`src/rtl/weight_mem_ctrl_pkg.sv`:
```
// rtl/weight_mem_ctrl_pkg.sv - shared types and constants for the weight memory sequencer
package weight_mem_ctrl_pkg;

  typedef enum logic [1:0] {
    ST_IDLE  = 2'd0,
    ST_LOAD  = 2'd1,
    ST_FETCH = 2'd2,
    ST_DRAIN = 2'd3
  } state_t;

  localparam int WEIGHT_NUM_DEF = 8010;
  localparam int WORDS_PER_ROW  = 3;
  localparam int WORD_W         = 16;
  localparam int ROW_W          = WORDS_PER_ROW * WORD_W;

  // Words spanned by rows [0, base+count): 3*(base+count) without overflow.
  // Arguments are zero-extended by the caller so the sum and the x3 both fit.
  function automatic logic [18:0] row_span_words(input logic [18:0] base, input logic [18:0] count);
    logic [18:0] sum;
    sum = base + count;
    return sum + {sum[17:0], 1'b0};
  endfunction

endpackage

```
`src/rtl/weight_row_outreg.sv`:
```
// rtl/weight_row_outreg.sv - one-entry valid/ready register holding the row presented to the consumer
module weight_row_outreg
  import weight_mem_ctrl_pkg::*;
(
  input  logic             clk,
  input  logic             rst,
  input  logic             load,
  input  logic [ROW_W-1:0] load_data,
  input  logic             row_ready,
  output logic             row_valid,
  output logic [ROW_W-1:0] row_data,
  output logic             can_load,
  output logic             taken
);

  // A new row may enter when the slot is empty or its occupant leaves this cycle.
  assign taken    = row_valid && row_ready;
  assign can_load = !row_valid || row_ready;

  // Load has priority so drain-and-reload keeps the slot full back to back.
  always_ff @(posedge clk) begin
    if (rst) begin
      row_valid <= 1'b0;
      row_data  <= '0;
    end else if (load) begin
      row_valid <= 1'b1;
      row_data  <= load_data;
    end else if (taken) begin
      row_valid <= 1'b0;
    end
  end

endmodule

```
`src/rtl/weight_mem_ctrl.sv`:
```
// rtl/weight_mem_ctrl.sv - weight memory load/replay sequencer (optional WEIGHT_MEM_CTRL_RANGE_CHECK_EN)
module weight_mem_ctrl
  import weight_mem_ctrl_pkg::*;
#(
  parameter int WEIGHT_NUM = WEIGHT_NUM_DEF,
  parameter int ADDR_W     = 16
) (
  input  logic              clk,
  input  logic              rst,
  input  logic              load_start,
  input  logic [ADDR_W-1:0] load_count,
  input  logic              in_valid,
  input  logic [WORD_W-1:0] in_data,
  output logic              in_ready,
  output logic              load_done,
  input  logic              fetch_start,
  input  logic [ADDR_W-1:0] fetch_row_base,
  input  logic [ADDR_W-1:0] fetch_row_count,
  output logic              row_valid,
  output logic [ROW_W-1:0]  row_data,
  input  logic              row_ready,
  output logic              fetch_done,
  output logic              busy,
  output logic              err,
  output logic              write_weight_signal,
  output logic [WORD_W-1:0] write_weight_data,
  output logic              read_weight_signal,
  output logic [ADDR_W-1:0] weight_addr,
  input  logic [ROW_W-1:0]  read_weight_data
);

  state_t state, state_nxt;

  // Counters carry one extra bit so a full-range count never wraps to zero.
  logic [ADDR_W:0]   wr_cnt;
  logic [ADDR_W:0]   ld_cnt;
  logic [ADDR_W:0]   rd_cnt;
  logic [ADDR_W:0]   f_cnt;
  logic [ADDR_W-1:0] f_base;
  logic [ADDR_W:0]   rd_row;

  logic load_go;
  logic fetch_go;
  logic load_bad;
  logic fetch_bad;
  logic wr_acc;
  logic last_wr;
  logic rd_issue;
  logic last_issue;
  logic row_space;
  logic row_taken;

`ifdef WEIGHT_MEM_CTRL_RANGE_CHECK_EN
  localparam logic [18:0] WEIGHT_NUM_W = 19'(WEIGHT_NUM);

  logic [18:0] fetch_span;
  logic        start_rej;
  logic        err_q;

  assign fetch_span = row_span_words(19'(fetch_row_base), 19'(fetch_row_count));
  assign load_bad   = (load_count == '0) || (19'(load_count) > WEIGHT_NUM_W);
  assign fetch_bad  = (fetch_row_count == '0) || (fetch_span > WEIGHT_NUM_W);

  // A start seen in IDLE that fails its range test; load wins over fetch here too.
  assign start_rej  = (state == ST_IDLE) &&
                      (load_start ? load_bad : (fetch_start && fetch_bad));

  // Sticky error: set by a rejected start, cleared by the next accepted one.
  always_ff @(posedge clk) begin
    if (rst) begin
      err_q <= 1'b0;
    end else if (start_rej) begin
      err_q <= 1'b1;
    end else if (load_go || fetch_go) begin
      err_q <= 1'b0;
    end
  end

  assign err = err_q;
`else
  assign load_bad  = 1'b0;
  assign fetch_bad = 1'b0;
  assign err       = 1'b0;
`endif

  assign last_wr    = (wr_cnt + 1'b1) == ld_cnt;
  assign last_issue = (rd_cnt + 1'b1) == f_cnt;
  assign rd_row     = {1'b0, f_base} + rd_cnt;

  // Next state and start decode; busy starts ignored by only looking in IDLE.
  always_comb begin
    state_nxt = state;
    load_go   = 1'b0;
    fetch_go  = 1'b0;
    case (state)
      ST_IDLE: begin
        if (load_start) begin
          if (!load_bad) begin
            load_go   = 1'b1;
            state_nxt = ST_LOAD;
          end
        end else if (fetch_start) begin
          if (!fetch_bad) begin
            fetch_go  = 1'b1;
            state_nxt = ST_FETCH;
          end
        end
      end
      ST_LOAD: begin
        if (wr_acc && last_wr) state_nxt = ST_IDLE;
      end
      ST_FETCH: begin
        if (rd_issue && last_issue) state_nxt = ST_DRAIN;
      end
      ST_DRAIN: begin
        if (row_taken) state_nxt = ST_IDLE;
      end
      default: state_nxt = ST_IDLE;
    endcase
  end

  // Memory port drive: write on accepted words, read on issue cycles, address idle at zero.
  always_comb begin
    in_ready            = (state == ST_LOAD);
    wr_acc              = in_ready && in_valid;
    rd_issue            = (state == ST_FETCH) && row_space;
    write_weight_signal = wr_acc;
    write_weight_data   = '0;
    read_weight_signal  = rd_issue;
    weight_addr         = '0;
    busy                = (state != ST_IDLE);
    if (wr_acc) begin
      write_weight_data = in_data;
      weight_addr       = wr_cnt[ADDR_W-1:0];
    end else if (rd_issue) begin
      weight_addr       = rd_row[ADDR_W-1:0];
    end
  end

  // State register and the one-cycle done pulses.
  always_ff @(posedge clk) begin
    if (rst) begin
      state      <= ST_IDLE;
      load_done  <= 1'b0;
      fetch_done <= 1'b0;
    end else begin
      state      <= state_nxt;
      load_done  <= (state == ST_LOAD) && wr_acc && last_wr;
      fetch_done <= (state == ST_DRAIN) && row_taken;
    end
  end

  // Load word counter, armed with the requested length on an accepted load.
  always_ff @(posedge clk) begin
    if (rst) begin
      wr_cnt <= '0;
      ld_cnt <= '0;
    end else if (load_go) begin
      wr_cnt <= '0;
      ld_cnt <= {1'b0, load_count};
    end else if (wr_acc) begin
      wr_cnt <= wr_cnt + 1'b1;
    end
  end

  // Replay row counter, armed with base and length on an accepted fetch.
  always_ff @(posedge clk) begin
    if (rst) begin
      rd_cnt <= '0;
      f_cnt  <= '0;
      f_base <= '0;
    end else if (fetch_go) begin
      rd_cnt <= '0;
      f_cnt  <= {1'b0, fetch_row_count};
      f_base <= fetch_row_base;
    end else if (rd_issue) begin
      rd_cnt <= rd_cnt + 1'b1;
    end
  end

  weight_row_outreg u_outreg (
    .clk       (clk),
    .rst       (rst),
    .load      (rd_issue),
    .load_data (read_weight_data),
    .row_ready (row_ready),
    .row_valid (row_valid),
    .row_data  (row_data),
    .can_load  (row_space),
    .taken     (row_taken)
  );

endmodule

```
`config.mk`:
```
export PLATFORM = sky130hd
export DESIGN_NAME = weight_mem_ctrl
export DESIGN_NICKNAME = d
export VERILOG_FILES = /design/src/rtl/weight_mem_ctrl_pkg.sv /design/src/rtl/weight_row_outreg.sv /design/src/rtl/weight_mem_ctrl.sv
export SDC_FILE = /design/constraint.sdc
export NUM_CORES = 1
export LEC_CHECK = 0
export ABC_AREA = 1
export CORE_ASPECT_RATIO = 1.4
export CORE_UTILIZATION = 44
export DETAILED_ROUTE_END_ITERATION = 10
export PLACE_DENSITY = 0.75
export SETUP_SLACK_MARGIN = 0.3
export SLEW_MARGIN = 10
export SYNTH_ARGS = -nofsm -noshare
export SYNTH_HDL_FRONTEND = slang
export SYNTH_SLANG_ARGS = --single-unit
```
`constraint.sdc`:
```
create_clock -name clk -period 2.3 [get_ports clk]
set_input_delay 0.345 -clock clk [delete_from_list [all_inputs] [get_ports clk]]
set_output_delay 0.345 -clock clk [all_outputs]
set_load 0.005 [all_outputs]
```
After elaboration in Yosys (flattened, before gate mapping)
Cells that the tools add are included.
Storage, ports and cells
  word-level logic and storage cells: 54
  memory bits (read-only): 0
  latch bits: 0
  register bits after elaboration: 135
  RAM bits: 0
  output and inout bits: 88
  memories: 0
Cells by class
  add/subtract/negate cells: 3
  mux-type cells: 16
  $mul: 0
  bitwise gates (word level): 0
  reductions and logical operators: 16
  $lt $le $gt $ge: 0
  eq/ne operators: 9
  shifts and indexed selects: 0
  div/mod/pow operators: 0
Operators with widths (number)
  16-bit 2-to-1 mux: 3
  17-bit by 1-bit adder with 17-bit output (second input constant): 2
  17-bit by 16-bit == test with 1-bit output: 2
  16-bit adder: 1
  2-bit 2-to-1 mux: 5
  1-bit logical AND: 8
  2-bit one-hot mux with 4 select lines: 1
  1-bit 2-to-1 mux: 7
  2-bit == test (second input constant): 2
  2-bit inequality test (second input constant): 2
  4-bit AND reduction: 1
  2-bit nonzero test: 2
  2-bit OR reduction: 2
  3-bit inequality test (second input constant): 1
  2-bit by 1-bit == test with 1-bit output (second input constant): 1
  2-bit zero test: 1
  2-bit by 1-bit inequality test with 1-bit output (second input constant): 1
  1-bit zero test: 1
  1-bit logical OR: 1

Depth between registers and ports, before layout
Gate-level depths: netlist of run 1.
  depth in word-level cells: 6
  gate-level depth with buffers: 17
  depth with buffers taken out: 17

Hierarchy
From an unflattened synthesis of run 1, not the netlist that was laid out.
Second synthesis, totals
  cells, all modules: 1082
  area total of the unflattened synthesis: 7188.1 µm²
By module, submodules not included
  weight_mem_ctrl: area an instance 5482.8 µm², instances 1, seq. area each 1721.7 µm², cells an instance 867
  weight_row_outreg: area an instance 1705.4 µm², instances 1, seq. area each 980.9 µm², cells an instance 215

Worst setup path after synthesis of run 1
OpenSTA, ideal clock, no wires.
  kind: register to output
  start point: register rd_cnt[0]
  end point: output weight_addr[10]
  setup slack: -0.115 ns
  arrival time: 2.070 ns
  data required time: 1.955 ns
  cell stages (with the launch flop): 13
  buffers on the path: 0
  path through: dfxtp_1 -> ha_1 -> fa_1 -> nand2_1 -> inv_1 -> o21ai_0 -> and2_1 -> inv_1 -> a21oi_1 -> o21ai_0 -> or2_2 -> nand3_1 -> o21ai_0
Between the ends
  longest elaborated chain between the ends: 3
Ends and longest elaborated chain
  from (decl): line weight_mem_ctrl.sv:37  | logic [ADDR_W:0] rd_cnt;
  from (signal assigned): line weight_mem_ctrl.sv:177  | rd_cnt <= rd_cnt + 1'b1;
  16-bit adder: line weight_mem_ctrl.sv:88  | assign rd_row = {1'b0, f_base} + rd_cnt;
  16-bit 2-to-1 mux: line weight_mem_ctrl.sv:135  | end else if (rd_issue) begin
  16-bit 2-to-1 mux: line weight_mem_ctrl.sv:132  | if (wr_acc) begin
  to (decl): line weight_mem_ctrl.sv:28  | output logic [ADDR_W-1:0] weight_addr,
Every way passes these cells.

Worst setup path in the final report of run 1
Ends and elaborated chain as after synthesis.

==> impl_table.tex, run 1 <==
\begin{tabular}{lr}
\hline
Metric & Value \\
\hline
\multicolumn{2}{l}{\textbf{Critical path}} \\
\quad Data arrival time at the worst-slack endpoint & 2.45 ns \\
\quad Maximum fanout along the worst path & 3 \\
\quad CP endpoint kind & primary output \\
\quad Required time of the critical path & 1.96 ns \\
\quad Category of the critical setup timing path & reg2out \\
\quad Startpoint type of the worst setup path & flop \\
\multicolumn{2}{l}{\textbf{Timing}} \\
\quad Final-report setup violation count & 13 \\
\quad Min Tclk post-route & 2.80 ns \\
\quad Slew of the pin with the lowest slew margin & 0.612 ns \\
\quad Rel. slew slack & 0.592 \\
\quad Final Cycle Share & 1.22 \\
\quad Post-route worst setup slack & -0.499 ns \\
\quad Fmax & 357 MHz \\
\quad Max-slew violation count & 0 \\
\quad Setup repair after global routing missed its margin & true \\
\quad Worst-case clock skew & 0.0112 ns \\
\quad Final hold violation count & 0 \\
\multicolumn{2}{l}{\textbf{Layout}} \\
\quad Post-layout nets & 1526 \\
\quad Signed area change from the synthesized netlist to the final layout & 53.3\% \\
\quad Final-layout fill cell count & 1340 \\
\quad Non-Filler Cell Area, Final & 0.0111 sq mm \\
\quad Antenna diodes & 0 \\
\quad Most frequent standard cell in the layout excluding fill and tap cells & nor2\_1 \\
\quad Share of post-route cells with drive strength above 1 & 0.207 \\
\quad Commonest non-fill, non-tap cells in the layout & 193 x nor2\_1, 170 x nand2\_1, 169 x clkdlybuf4s50\_1, 123 x dfxtp\_1, 120 x inv\_1 \\
\multicolumn{2}{l}{\textbf{CTS}} \\
\quad Clock-pin transition on the worst setup and hold timing paths & around 0.06 ns \\
\quad Clk\_lat worst skew & 0.43 ns \\
\quad Master cell of the clock root buffer & clkbuf\_16 \\
\quad Number of clock sinks & $\sim$140 \\
\quad H-Tree Depth & 4 \\
\quad TritonCTS clock tree & done \\
\quad TritonCTS buffer count & 17 \\
\quad Hold buffers post-CTS & 0 \\
\quad Buffers from clock root to sink, at most & 2 \\
\multicolumn{2}{l}{\textbf{Synthesis}} \\
\quad Most common flop cell mapped by yosys & dfxtp\_1 \\
\quad Synth top area share & 0.372 \\
\quad Proportion of synthesized chip area in sequential cells & 0.372 \\
\quad Post-Synthesis Net Count & 1248 \\
\quad Yosys top cell by area & dfxtp\_1 \\
\quad Post-synthesis cell type count & between 40 and 50 \\
\quad Leading cell types by total area after synthesis & dfxtp\_1 37\%, nor2\_1 11\%, nand2\_1 9.6\% \\
\quad Instance count of the mapped netlist & 1112 \\
\quad Adder-cell share of the synthesized area & 0.0320 \\
\quad Synthesized flop and latch total & 135 \\
\quad Simple-Gate Fraction of Synth Area & 0.310 \\
\quad Synth async-reset ratio & 0 \\
\quad Cell Area, Synth & 0.00727 sq mm \\
\quad Synthesized area per cell & 6.54 sq um \\
\quad Number of enable-type register cells in the synthesized netlist & 0 \\
\quad Share of synthesized area spent on multiplexers & 0 \\
\quad Combinational family with the most area after synthesis & simple AND/OR/NAND/NOR gates \\
\quad Xor/xnor cell area share of the yosys netlist & 0.0175 \\
\quad Synthesis Warnings & 0 \\
\quad Compound-cell area share of the yosys netlist & 0.174 \\
\multicolumn{2}{l}{\textbf{Place}} \\
\quad Final Wtd Congestion & 0.905 \\
\quad DP Wirelength & 16.2 mm \\
\quad Worst slack, placed & -0.480 ns \\
\quad Placement Cell Area & 0.0100 sq mm \\
\quad Number of buffer cells added on primary ports & 204 \\
\multicolumn{2}{l}{\textbf{Global route}} \\
\quad Maximum number of pins on one net before global-route repair & 99 \\
\quad Antenna violations before repair & 0 \\
\quad Number of global-route vias before repair & 7593 \\
\quad GRT Util Overall & 0.257 \\
\quad Wire length of the first global-routing pass & 35.5 mm \\
\quad Total congestion overflow after global routing & 0 \\
\multicolumn{2}{l}{\textbf{Min path}} \\
\quad Hold/Removal Path Class & reg2reg \\
\multicolumn{2}{l}{\textbf{Route}} \\
\quad Post-route DRC violation count & 0 \\
\quad Wire length per cell after detailed routing & 14.2 um \\
\quad DRT antenna net count & 0 \\
\quad Wire length reported by the detailed router & 22.8 mm \\
\quad First-pass iteration count of the detailed router & 7 \\
\quad Number of DRC violations after detailed-routing iteration 0 & around 480 \\
\quad Number of vias per cell & between 5 and 6 \\
\quad Total number of vias & 8189 \\
\multicolumn{2}{l}{\textbf{Flow run}} \\
\quad Max-Cap Viols & 0 \\
\multicolumn{2}{l}{\textbf{Outcome}} \\
\quad Run status & complete, but fails checks \\
\quad Violations in the final reports & negative setup slack \\
\multicolumn{2}{l}{\textbf{Floorplanning}} \\
\quad Die Area & 0.0171 sq mm \\
\quad Initial core utilization & 0.450 \\
\quad Top-level I/O count & 206 \\
\quad Die height & 154 um \\
\quad Total number of placement rows & 55 \\
\quad Area inside the core boundary & 0.0162 sq mm \\
\quad Die width & about 110 um \\
\multicolumn{2}{l}{\textbf{Power and ir drop}} \\
\quad Leakage dissipation & 5.03 nW \\
\quad Cell Pwr Density & 1010 mW/mm\^{}2 \\
\quad IR Drop Worst-Case VDD & 594 uV \\
\hline
\end{tabular}
==> report_power, final <==
| group | leakage (nW) | switching (W) | internal (W) |
|---|---|---|---|
| registers | 1.11 | 0.000435 | 0.00302 |
| logic | 3.63 | 0.00273 | 0.00241 |
| clock network | 0.289 | 0.00118 | 0.00154 |
| total | 5.03 | 0.00435 | 0.00696 |
==> kinds of logic after synthesis <==
kind of cell	Yosys count
fa+ha+maj	18
flops	135
compound gates	241
other cells	1
simple gates	524
xor+xnor	13
buf+inv	180
==> per-layer routing <==
metal	global-route usage	up-vias	wire length, um
met5	0	-	0
li1	-	4161	-
met4	0.133	0	818
met1	0.274	3718	8760
met3	0.0512	54	1130
met2	0.477	256	12100
==> sequential cells by signal (all words and copies together), names as in the netlist, 2 cells and up <==
| name | flops |
|---|---|
| state | 2 |
| u_outreg.row_data | 48 |
| ld_cnt | 16 |
| wr_cnt | 17 |
| rd_cnt | 17 |
| f_base | 16 |
| f_cnt | 16 |
==> worst paths after layout <==
kind                            cells after the start  slack (ns)  startpoint              end
worst max-delay path                               13       -0.50   rd_cnt[0]  weight_addr[10]
worst max register to register                     18        0.05   rd_cnt[1]         state[0]
worst min register to register                      2        0.47   f_cnt[12]        f_cnt[12]
worst min-delay path                                2        0.47   f_cnt[12]        f_cnt[12]
==> per-stage QoR <==
| step | total power (W) | instances | hold slack [ns] | util | TNS [ns] |
|---|---|---|---|---|---|
| after floorplan | 0.00588 | 1112 | 0.414 | - | 0 |
| after global placement | 0.00806 | 1546 | 0.456 | 0.619 | -4.69 |
| after detailed placement | 0.00813 | 1546 | 0.460 | 0.619 | -4.98 |
| after CTS | 0.0110 | 1591 | 0.471 | 0.665 | -4.48 |
| after global routing | 0.0120 | 1602 | 0.479 | 0.689 | -4.82 |
| final | 0.0113 | 1602 | 0.466 | 0.689 | -3.41 |
==> what timing repair did <==
| action | in CTS | in global routing |
|---|---|---|
| pin swaps | 23 | 44 |
| resized for setup | 156 | 101 |
| endpoints found under the setup margin | 41 | 26 |
| buffers inserted | 13 | 11 |
==> final cells by class <==
class                      instances  area (sq um)  area share
timing repair buffer             302          2700       0.242
clock buffer                      17           425      0.0382
inverter                         137           520      0.0467
clock inverter                    15           165      0.0148
sequential                       135          2720       0.244
multi-input combinational        797          4360       0.391
tap                              199           249      0.0223
==> critical path, cell delays in order, from the launching register on <==
cell and delay [ns]:
dfxtp_4 0.35, ha_4 0.16, fa_2 0.37, nand2_2 0.07, inv_2 0.04, o21ai_2 0.10
and2_4 0.18, inv_2 0.04, a21oi_2 0.16, o21ai_2 0.09, or2_4 0.23, nand3_2 0.06
o21ai_2 0.06, buf_2 0.12
==> cells in the mapped netlist, types with 3 or more instances <==
| cell | number |
|---|---|
| nor2_1 | 207 |
| dfxtp_1 | 135 |
| nand4_1 | 13 |
| o21ai_1 | 13 |
| clkinv_1 | 6 |
| o22ai_1 | 6 |
| or2_2 | 3 |
| nand2_1 | 186 |
| nor2_4 | 3 |
| nand2_2 | 8 |
| nor3_1 | 8 |
| nand3_1 | 79 |
| ha_1 | 17 |
| xnor2_1 | 5 |
| buf_1 | 7 |
| a21oi_1 | 71 |
| o21ai_0 | 130 |
| o211ai_1 | 10 |
| clkbuf_1 | 33 |
| nor2_2 | 6 |
| xor2_1 | 7 |
| inv_1 | 128 |
Note: power is estimated with default switching activity, not from simulation.
==> run 2: changes to the inputs <==
--- a/config.mk
+++ b/config.mk
@@ -7,10 +7,11 @@
 export LEC_CHECK = 0
 export ABC_AREA = 1
 export CORE_ASPECT_RATIO = 1.4
-export CORE_UTILIZATION = 44
+export CORE_UTILIZATION = 49
 export DETAILED_ROUTE_END_ITERATION = 10
-export PLACE_DENSITY = 0.75
+export PLACE_DENSITY = 0.79
 export SETUP_SLACK_MARGIN = 0.3
+export SKIP_CTS_REPAIR_TIMING = 1
 export SLEW_MARGIN = 10
 export SYNTH_ARGS = -nofsm -noshare
 export SYNTH_HDL_FRONTEND = slang
==> constraint.sdc (replaced) <==
create_clock -name clk -period 2.8 [get_ports clk]
set_input_delay 0.42 -clock clk [delete_from_list [all_inputs] [get_ports clk]]
set_output_delay 0.42 -clock clk [all_outputs]
set_load 0.005 [all_outputs]
==> impl_table.tex, run 2 (synthesized netlist as in run 1, its figures left out) <==
\begin{tabular}{lr}
\hline
Metric & Value \\
\hline
\multicolumn{2}{l}{\textbf{Place}} \\
\quad Total instance count after detailed placement & 1494 (was 1546) \\
\quad Worst slack, placed & -0.212 ns (was -0.480 ns) \\
\quad DP Wirelength & 16.0 mm (was 16.2 mm) \\
\quad Final Wtd Congestion & 0.909 (was 0.905) \\
\quad Number of buffer cells added on primary ports & 204 (unchanged) \\
\multicolumn{2}{l}{\textbf{Timing}} \\
\quad Fmax & about 340 MHz \\
\quad Final-report setup violation count & 3 (was 13) \\
\quad Setup repair after global routing missed its margin & true (unchanged) \\
\quad Min Tclk post-route & 2.93 ns \\
\quad Minimum hold slack & 0.465 ns (was 0.466 ns) \\
\quad Max-slew violation count & 0 (unchanged) \\
\quad Post-route worst setup slack & -0.127 ns (was -0.499 ns) \\
\quad Final hold violation count & 0 (unchanged) \\
\quad Final Cycle Share & 1.05 \\
\quad Worst-case clock skew & 0.00781 ns (was 0.0112 ns) \\
\multicolumn{2}{l}{\textbf{Route}} \\
\quad Number of DRC violations after detailed-routing iteration 0 & 360 (was 478) \\
\quad Wire length per cell after detailed routing & 14.5 um (was 14.2 um) \\
\quad Number of vias per cell & 5.21 (was 5.11) \\
\quad DRT antenna net count & 0 (unchanged) \\
\quad Post-route DRC violation count & 0 (unchanged) \\
\quad Wire length reported by the detailed router & 22.4 mm (was 22.8 mm) \\
\quad First-pass iteration count of the detailed router & 5 (was 7) \\
\quad Total number of vias & 8025 (was 8189) \\
\multicolumn{2}{l}{\textbf{Flow run}} \\
\quad Max-Cap Viols & 0 (unchanged) \\
\multicolumn{2}{l}{\textbf{Critical path}} \\
\quad Crit path max-delay cell type & fa\_2 (unchanged) \\
\quad Launch point of the worst reg-to-reg path & wr\_cnt[0] (was rd\_cnt[1]) \\
\quad Cell Chain, Critical Path & ha\_4 > fa\_2 > nand2\_1 > inv\_2 > o21ai\_2 > and2\_4 > inv\_2 > a21oi\_2 > o21ai\_2 > or2\_4 > nand3\_2 > o21ai\_1 > buf\_2 (was ha\_4 > fa\_2 > nand2\_2 > inv\_2 > o21ai\_2 > and2\_4 > inv\_2 > a21oi\_2 > o21ai\_2 > or2\_4 > nand3\_2 > o21ai\_2 > buf\_2) \\
\quad Category of the critical setup timing path & reg2out (unchanged) \\
\quad Required time of the critical path & 2.38 ns (was 1.96 ns) \\
\quad Maximum fanout along the worst path & 2 (was 3) \\
\quad Startpoint type of the worst setup path & flop (unchanged) \\
\quad Maximum cell stage delay along the critical path & 0.36 ns (was 0.37 ns) \\
\quad Data arrival time at the worst-slack endpoint & 2.51 ns (was 2.45 ns) \\
\quad Setup crit start & rd\_cnt[0] (unchanged) \\
\quad CP endpoint kind & primary output (unchanged) \\
\multicolumn{2}{l}{\textbf{Layout}} \\
\quad Footprint of the multi-input gates & 0.00412 sq mm (was 0.00436 sq mm) \\
\quad Commonest non-fill, non-tap cells in the layout & 203 x nor2\_1, 182 x nand2\_1, 173 x clkdlybuf4s50\_1, 122 x inv\_1, 122 x dfxtp\_1 (was 193 x nor2\_1, 170 x nand2\_1, 169 x clkdlybuf4s50\_1, 123 x dfxtp\_1, 120 x inv\_1) \\
\quad Utilization after layout & 0.735 (was 0.689) \\
\quad Final-layout fill cell count & 1140 (was 1340) \\
\quad Top reg by flops & u\_outreg.row\_data (unchanged) \\
\quad Most frequent standard cell in the layout excluding fill and tap cells & nor2\_1 (unchanged) \\
\quad Number of flip-flops in the largest register & 48 (unchanged) \\
\quad Signed area change from the synthesized netlist to the final layout & 46.6\% (was 53.3\%) \\
\quad Total area of sequential cells & 0.00272 sq mm (about the same) \\
\quad Share of post-route cells with drive strength above 1 & 0.133 (was 0.207) \\
\quad Leading registers by flop count & u\_outreg.row\_data: 48 flops, rd\_cnt: 17 flops, wr\_cnt: 17 flops (unchanged) \\
\quad Non-Filler Instances & 1541 (was 1602) \\
\quad Post-layout nets & 1475 (was 1526) \\
\quad Antenna diodes & 0 (unchanged) \\
\multicolumn{2}{l}{\textbf{CTS}} \\
\quad Buffers from clock root to sink, at most & 2 (unchanged) \\
\quad Clock-pin transition on the worst setup and hold timing paths & 0.06 ns (about the same) \\
\quad TritonCTS clock tree & done (unchanged) \\
\quad Master cell of the clock root buffer & clkbuf\_16 (unchanged) \\
\quad Number of clock sinks & 135 (unchanged) \\
\quad Clk\_lat worst skew & 0.43 ns (about the same) \\
\quad H-Tree Depth & 4 (unchanged) \\
\quad TritonCTS buffer count & 17 (unchanged) \\
\multicolumn{2}{l}{\textbf{Floorplanning}} \\
\quad Area inside the core boundary & 0.0145 sq mm (was 0.0162 sq mm) \\
\quad Total number of placement rows & 52 (was 55) \\
\quad Die width & 105 um (was 111 um) \\
\quad Die height & 146 um (was 154 um) \\
\quad Die Area & 0.0153 sq mm (was 0.0171 sq mm) \\
\quad Initial core utilization & 0.501 (was 0.450) \\
\quad Top-level I/O count & 206 (unchanged) \\
\multicolumn{2}{l}{\textbf{Global route}} \\
\quad Total congestion overflow after global routing & 0 (unchanged) \\
\quad Antenna violations before repair & 0 (unchanged) \\
\quad Wire length of the first global-routing pass & 34.4 mm (was 35.5 mm) \\
\quad Maximum number of pins on one net before global-route repair & 50 (was 99) \\
\quad Number of global-route vias before repair & 7393 (was 7593) \\
\quad GRT Util Overall & 0.280 (was 0.257) \\
\multicolumn{2}{l}{\textbf{Power and ir drop}} \\
\quad Leakage dissipation & 4.98 nW (was 5.03 nW) \\
\quad Final total power & 0.00899 W (was 0.0113 W) \\
\quad IR Drop Worst-Case VDD & 575 uV (was 594 uV) \\
\quad Cell Pwr Density & 843 mW/mm\^{}2 (was 1010 mW/mm\^{}2) \\
\multicolumn{2}{l}{\textbf{Outcome}} \\
\quad Run status & complete, but fails checks (unchanged) \\
\quad Violations in the final reports & negative setup slack (unchanged) \\
\multicolumn{2}{l}{\textbf{Min path}} \\
\quad Hold path start & f\_cnt[2] (was f\_cnt[12]) \\
\quad Hold/Removal Path Class & reg2reg (unchanged) \\
\hline
\end{tabular}
[run 2: cell type report]
cell class                 count  share of cell area
clock buffer                  17              0.0399
clock inverter                15              0.0172
inverter                     137              0.0492
multi-input combinational    797               0.387
sequential                   135               0.255
tap                          189              0.0222
timing repair buffer         250               0.229
timing repair inverter         1            0.000469
[run 2: critical path, delay by kind of cell, from the launching register on]
family          cells  cell delay (ns)
compound gates      4             0.45
fa+ha+maj           2             0.53
simple gates        4             0.54
buf+inv             3             0.22
flops               1             0.34
[run 2: final timing paths]
| kind | end | slack [ns] | cells after the start |
|---|---|---|---|
| max reg2reg | state[0] | 0.51 | 16 |
| max | weight_addr[10] | -0.13 | 13 |
| min | f_cnt[2] | 0.47 | 2 |
| min reg2reg | f_cnt[2] | 0.47 | 2 |
[run 2: metrics by stage]
step	TNS [ns]	cell area (sq um)
global placement	-0.452	9660
floorplan	0	7270
finish	-0.198	10700
global route	-0.654	10700
CTS	-5.28	10300
detailed placement	-0.525	9660
[run 2: routing by layer]
metal,share of wire,track usage,up-vias
li1,-,-,4062
met1,0.39,0.306,3635
met2,0.52,0.508,245
met3,0.042,0.0487,83
met4,0.049,0.156,0
met5,0,0,-
[run 2: where the power goes]
group / leakage [nW] / internal [W] / switching, W
clock network: 0.294 / 0.00135 / 0.000961
registers: 1.11 / 0.00248 / 0.000396
logic: 3.57 / 0.00176 / 0.00204
total: 4.98 / 0.00559 / 0.00340
